`src/rtl/fifo_share_pkg.sv`:
```
// fifo_share_pkg: shared state encodings and level-width helper for fifo_share_ctrl
package fifo_share_pkg;
  typedef enum logic {ST_RUN = 1'b0, ST_FLUSH = 1'b1} state_t;
  function automatic int lvl_w(input int depth);
    return $clog2(depth + 1);
  endfunction
endpackage

```
`src/rtl/fifo_share_ctrl_rr_pick.sv`:
```
// rr_pick: rotated priority encoder, first request at or above ptr (modulo N) wins
module rr_pick #(
  parameter int N  = 4,
  parameter int IW = $clog2(N)
) (
  input  logic [N-1:0]  req,
  input  logic [IW-1:0] ptr,
  output logic [N-1:0]  onehot,
  output logic [IW-1:0] idx,
  output logic          valid
);
  logic [IW-1:0] j;
  // Descending scan so the smallest rotation offset is assigned last and wins
  always_comb begin
    idx = '0;
    valid = 1'b0;
    j = '0;
    for (int k = N - 1; k >= 0; k--) begin
      j = IW'((int'(ptr) + k) % N);
      if (req[j]) begin
        idx = j;
        valid = 1'b1;
      end
    end
    onehot = valid ? N'(1) << idx : '0;
  end
endmodule

```
`src/rtl/fifo_share_ctrl.sv`:
```
// fifo_share_ctrl: round-robin write sharing, read gating, level tracking and flush sequencing for one FIFO.
// Define FIFO_SHARE_BURST_EN to let a granted requester keep priority for up to BURST grants.
module fifo_share_ctrl import fifo_share_pkg::*; #(
  parameter int NREQ  = 4,
  parameter int WIDTH = 4,
  parameter int DEPTH = 5
`ifdef FIFO_SHARE_BURST_EN
  , parameter int BURST = 4
`endif
) (
  input  logic                      clk,
  input  logic                      res,
  input  logic [NREQ-1:0]           req,
  input  logic [NREQ*WIDTH-1:0]     req_data,
  output logic [NREQ-1:0]           gnt,
  input  logic                      rd_req,
  output logic                      rd_ack,
  output logic [WIDTH-1:0]          rdata,
  input  logic                      flush,
  output logic                      flush_busy,
  output logic                      flush_done,
  output logic [lvl_w(DEPTH)-1:0]   level,
  output logic [WIDTH-1:0]          fifo_wdata,
  output logic                      fifo_shift_in,
  output logic                      fifo_shift_out,
  input  logic [WIDTH-1:0]          fifo_rdata,
  input  logic                      fifo_full,
  input  logic                      fifo_empty
);
  localparam int PW = $clog2(NREQ);
  state_t state, state_n;
  logic [PW-1:0] ptr, ptr_n, widx, nxt;
  logic [NREQ-1:0] pick;
  logic [lvl_w(DEPTH)-1:0] level_n;
  logic valid, run, live;
`ifdef FIFO_SHARE_BURST_EN
  localparam int BW = $clog2(BURST + 1);
  logic [BW-1:0] bcnt, bcnt_n, bcnt_inc;
  logic bsat;
`endif
  rr_pick #(.N(NREQ)) u_pick (.req(req), .ptr(ptr), .onehot(pick), .idx(widx), .valid(valid));
  // Nothing is granted or popped while in reset: the FIFO is being cleared in the same cycle
  always_comb begin
    run = state == ST_RUN;
    live = ~res;
    rd_ack = live & run & rd_req & ~fifo_empty;
    gnt = (live & run & valid & (~fifo_full | rd_ack)) ? pick : '0;
    fifo_shift_in = |gnt;
    fifo_wdata = fifo_shift_in ? req_data[int'(widx)*WIDTH +: WIDTH] : '0;
    fifo_shift_out = run ? rd_ack : live & ~fifo_empty;
    flush_busy = state == ST_FLUSH;
    rdata = fifo_rdata;
    state_n = run ? (flush ? ST_FLUSH : ST_RUN) : (fifo_empty ? ST_RUN : ST_FLUSH);
    level_n = (fifo_shift_in & ~fifo_shift_out) ? level + 1'b1 :
              (~fifo_shift_in & fifo_shift_out) ? level - 1'b1 : level;
    nxt = (widx == PW'(NREQ - 1)) ? '0 : widx + 1'b1;
`ifdef FIFO_SHARE_BURST_EN
    bcnt_inc = (widx == ptr ? bcnt : '0) + 1'b1;
    bsat = bcnt_inc == BW'(BURST);
    ptr_n = !fifo_shift_in ? ptr : bsat ? nxt : widx;
    bcnt_n = !fifo_shift_in ? bcnt : bsat ? '0 : bcnt_inc;
`else
    ptr_n = fifo_shift_in ? nxt : ptr;
`endif
  end
  always_ff @(posedge clk) begin
    if (res) begin
      state <= ST_RUN;
      ptr <= '0;
      level <= '0;
      flush_done <= 1'b0;
`ifdef FIFO_SHARE_BURST_EN
      bcnt <= '0;
`endif
    end else begin
      state <= state_n;
      ptr <= ptr_n;
      level <= level_n;
      flush_done <= ~run & fifo_empty;
`ifdef FIFO_SHARE_BURST_EN
      bcnt <= bcnt_n;
`endif
    end
  end
endmodule
```
`config.mk`:
```
export PLATFORM = sky130hd
export DESIGN_NAME = fifo_share_ctrl
export DESIGN_NICKNAME = d
export VERILOG_FILES = /design/src/rtl/fifo_share_pkg.sv /design/src/rtl/fifo_share_ctrl_rr_pick.sv /design/src/rtl/fifo_share_ctrl.sv
export SDC_FILE = /design/constraint.sdc
export NUM_CORES = 1
export LEC_CHECK = 0
export ABC_AREA = 0
export BUFFER_PORTS_ARGS = -buffer_cell sky130_fd_sc_hd__buf_2
export CAP_MARGIN = 20
export CORE_MARGIN = 3
export CORE_UTILIZATION = 40
export CTS_CLUSTER_SIZE = 14
export DETAILED_ROUTE_END_ITERATION = 8
export HOLD_SLACK_MARGIN = 0.15
export PLACE_DENSITY_LB_ADDON = 0.3
export SYNTH_ARGS = -nofsm -noshare
export SYNTH_HDL_FRONTEND = slang
export SYNTH_SLANG_ARGS = --single-unit
```
`constraint.sdc`:
```
create_clock -name clk -period 3.3 [get_ports clk]
set_input_delay 0.165 -clock clk [delete_from_list [all_inputs] [get_ports clk]]
set_output_delay 0.165 -clock clk [all_outputs]
set_load 0.1 [all_outputs]
```
==> key figures <==
Clocking
  • # clock sinks: 7
  • Inserted Clock Buffers: 3
  • Worst skew pair latency: 250 ps
  • Longest Clk Path Bufs: 2
  • Post-CTS setup buffers: 0
  • H-tree levels: 1
  • TritonCTS clock tree: done
  • Root Driver: clkbuf_4
  • CTS Hold Bufs: 0
  • Post-cts sizing count: 0
  • Clock-pin slew on the worst setup and hold paths: ~50 ps

Route
  • Via Count: ~740
  • Average wire per standard cell: approximately 13 um
  • DR vias/cell: between 5 and 6
  • DRT Pass-1 Iters: 4
  • DRC: 0
  • DR iter-0 viols: 8
  • Total wire length: approximately 1800 um
  • Antenna viol nets, final: 0

Die
  • Std cell rows: 14
  • Die ar.: between 2000 and 2500 um2
  • Placeable core region: between 1500 and 2000 um2
  • Width of the die: between 40 and 50 um
  • # IOs: 50
  • Starting Density: roughly 45%
  • Die height: 48.04 um

Layout
  • Ant. Diodes: 0
  • Cell Count, Final, Fillers Out: around 140
  • Share of layout cells above drive strength 1: between 50% and 60%
  • Nets: about 160
  • Area grow syn2layout: 32.74%
  • Final instance area: 938.4 um2

STA
  • Hold Slack: 156.9 ps
  • Worst-Margin Slew: around 550 ps
  • Fmax: roughly 330 MHz
  • Layout Skew: between 2 and 2.5 ps
  • Final Cycle Share: 90.68%
  • Max_slew headroom: between 60% and 70%
  • RSZ-0062 raised after global routing: false
  • Final Critical Period: ~3000 ps
  • Slew Viols, Final: 0
  • Final setup viols: 0
  • Endpoints failing hold: 0

Min path
  • Hold path start: flush
  • Worst hold stages: 3
  • Hold Crit Class: input port to flip-flop
  • Hold EP: flush_busy

Critical path
  • Worst Path Max Fanout: 6
  • CP arrival: 3180 ps
  • Crit path launch type: flip-flop
  • Setup CP Type: flip-flop to flip-flop
  • Reg2Reg Setup Slack: between 300 and 400 ps
  • Register-to-Register Path Depth: 14
  • Critical Path Sink Type: flip-flop
  • CP required: about 3500 ps
  • Worst r2r src: ptr[1]
  • RR Endpoint: level[2]
  • Worst Setup SP: ptr[1]

Power and ir drop
  • Logic pwr share: ~60%
  • Leakage: around 0.48 nW
  • Clock power share: 16.3%
  • Power per cell area: about 520 nW/um2
  • Internal power: about 0.23 mW
  • Max VDD drop: between 0.0003 and 0.0004 V
  • Switching pwr: 0.2593 mW
  • Sw Share: around 54%
  • Sequential Power Share: approximately 23%

Logic synthesis
  • Area contributors post-synth: dfxtp_1 (20%), a211oi_2 (7.1%), buf_4 (5.3%), nand2_1 (5.3%), a311oi_1 (5.0%)
  • Synthesis Warnings: 0
  • Post-synth cell types: 34
  • Sequential area share after synthesis: 19.82%
  • Yosys reg bits: 7
  • Cell taking the most area after synthesis: dfxtp_1
  • Synthesized area per cell: around 8 um2
  • Syn nets: ~120
  • Netlist Area Pre-Place: between 700 and 800 um2
  • Syn Inst Count: 86
  • Yosys top cell area share: between 10% and 20%

GRT
  • Global-route wire length before repair: roughly 2700 um
  • Initial antenna violation count: 0
  • Total track usage: ~17%
  • Gr ovfl total: 0
  • Vias in the first global route: ~660
  • Pin count of the biggest net entering global routing: 12

Place
  • Cells after DPL: about 140
  • DP HPWL: around 1500 um
  • Final Wtd Congestion: just under 0.7
  • Dpl cell area: about 910 um2
  • Number of port buffers: 41

Outcome
  • Status: complete, no violations

Run
  • Max-cap violations: 0
-- state kept, by name, indices dropped and copies added, names as in the netlist --
name,count
level,3
flush_done,1
ptr,2
flush_busy,1
-- per-layer routing --
layer	global-route usage (%)	wire length (um)	part of all wire (%)	vias up
met1	17.07	737	40	321
met2	32.72	883	48	39
li1	-	-	-	380
met3	4.135	184	10	3
met5	0	0	0	-
met4	4.839	16	0.88	0
-- placed cells by master, fill, tap and decap left out, types with 2 or more instances in the layout --
cell type | netlist | final
a211oi_2 | 4 | 4
a21oi_1 | 3 | 3
a311oi_1 | 4 | 4
and3_1 | 5 | 5
buf_2 | 1 | 41
clkbuf_4 | 0 | 3
dfxtp_1 | 7 | 6
inv_1 | 6 | 4
inv_2 | 1 | 2
mux2i_1 | 3 | 3
nand2_1 | 10 | 10
nand2_2 | 2 | 2
nor2_1 | 8 | 8
nor2b_1 | 3 | 3
o21ai_0 | 2 | 2
or3_4 | 2 | 2
xor2_1 | 2 | 2
-- how the worst max path moves through the flow --
stage	endpoint	cells after the start
after floorplan	fifo_wdata[0]	9
after global placement	level[2]	15
after detailed placement	level[2]	15
after CTS	level[2]	14
after global routing	level[2]	14
final	level[2]	14
-- cells in the mapped netlist --
cell and instances:
nand2_1 10, o21ba_1 1, a221oi_1 1, a21oi_1 3, nor4b_1 1, mux2i_1 3, mux2_4 1, and2_1 1
or3_4 2, a211oi_2 4, a21boi_0 1, buf_6 1, o21bai_1 1, inv_2 1, nor4_1 1, nand2_2 2
a311oi_1 4, o21ai_0 2, o21ai_4 1, nor2b_2 1, nor2b_1 3, buf_2 1, nor4_2 1, ha_1 2
xor2_1 2, and3_1 5, or3_1 1, buf_4 5, dfxtp_1 7, a221o_1 1, a21o_1 1, fa_1 1
nor2_1 8, inv_1 6
-- worst max-delay path, stage by stage, from the launching register on --
cell	delay, ps
dfxtp_2	380
nand2_2	80
a221o_1	370
nand2_2	100
inv_2	60
ha_1	200
or3_4	350
o21ai_4	270
clkinvlp_4	180
ha_4	180
inv_1	60
fa_2	190
xor2_1	70
or3_1	300
a21oi_1	140
-- cell type report --
| cell class | instances | area [um2] |
|---|---|---|
| fillers | 153 | 638.1 |
| inverters | 7 | 30.03 |
| multi-input cells | 65 | 508.0 |
| clock buffers | 4 | 26.28 |
| flip-flops and latches | 7 | 141.4 |
| repair buffers | 42 | 212.7 |
| well taps | 16 | 20.02 |
-- stage by stage --
stage | setup TNS [ps] | util (%) | power (mW) | setup WS, ps
2_1_floorplan | -2884 | - | 0.3819 | -721.1
3_3_place_gp | 0 | 57.86 | 0.4029 | 402.1
3_5_place_dp | 0 | 57.86 | 0.4088 | 274.1
4_1_cts | 0 | 59.52 | 0.4888 | 293.4
5_1_grt | 0 | 59.52 | 0.5170 | 116.7
6_report | 0 | 59.52 | 0.4844 | 307.7
-- power by group through the flow --
stage / logic [mW] / registers [mW] / clock network [mW]
2_1_floorplan: 0.215 / 0.167 / 0
3_3_place_gp: 0.292 / 0.111 / 0
3_5_place_dp: 0.297 / 0.112 / 0
4_1_cts: 0.298 / 0.110 / 0.0810
5_1_grt: 0.315 / 0.113 / 0.0887
6_report: 0.296 / 0.110 / 0.0791
-- cell families (layout without fill, tap and decap cells) --
family          Yosys count  count (layout)  synth area share, %
compound gates           20              20                25.13
xor+xnor                  2               2                2.478
fa+ha+maj                 3               3                6.371
buf+inv                  14              53                11.33
flops                     7               7                19.82
mux                       4               4                6.371
simple gates             36              36                28.50
Note: power is estimated with default switching activity, not from simulation.
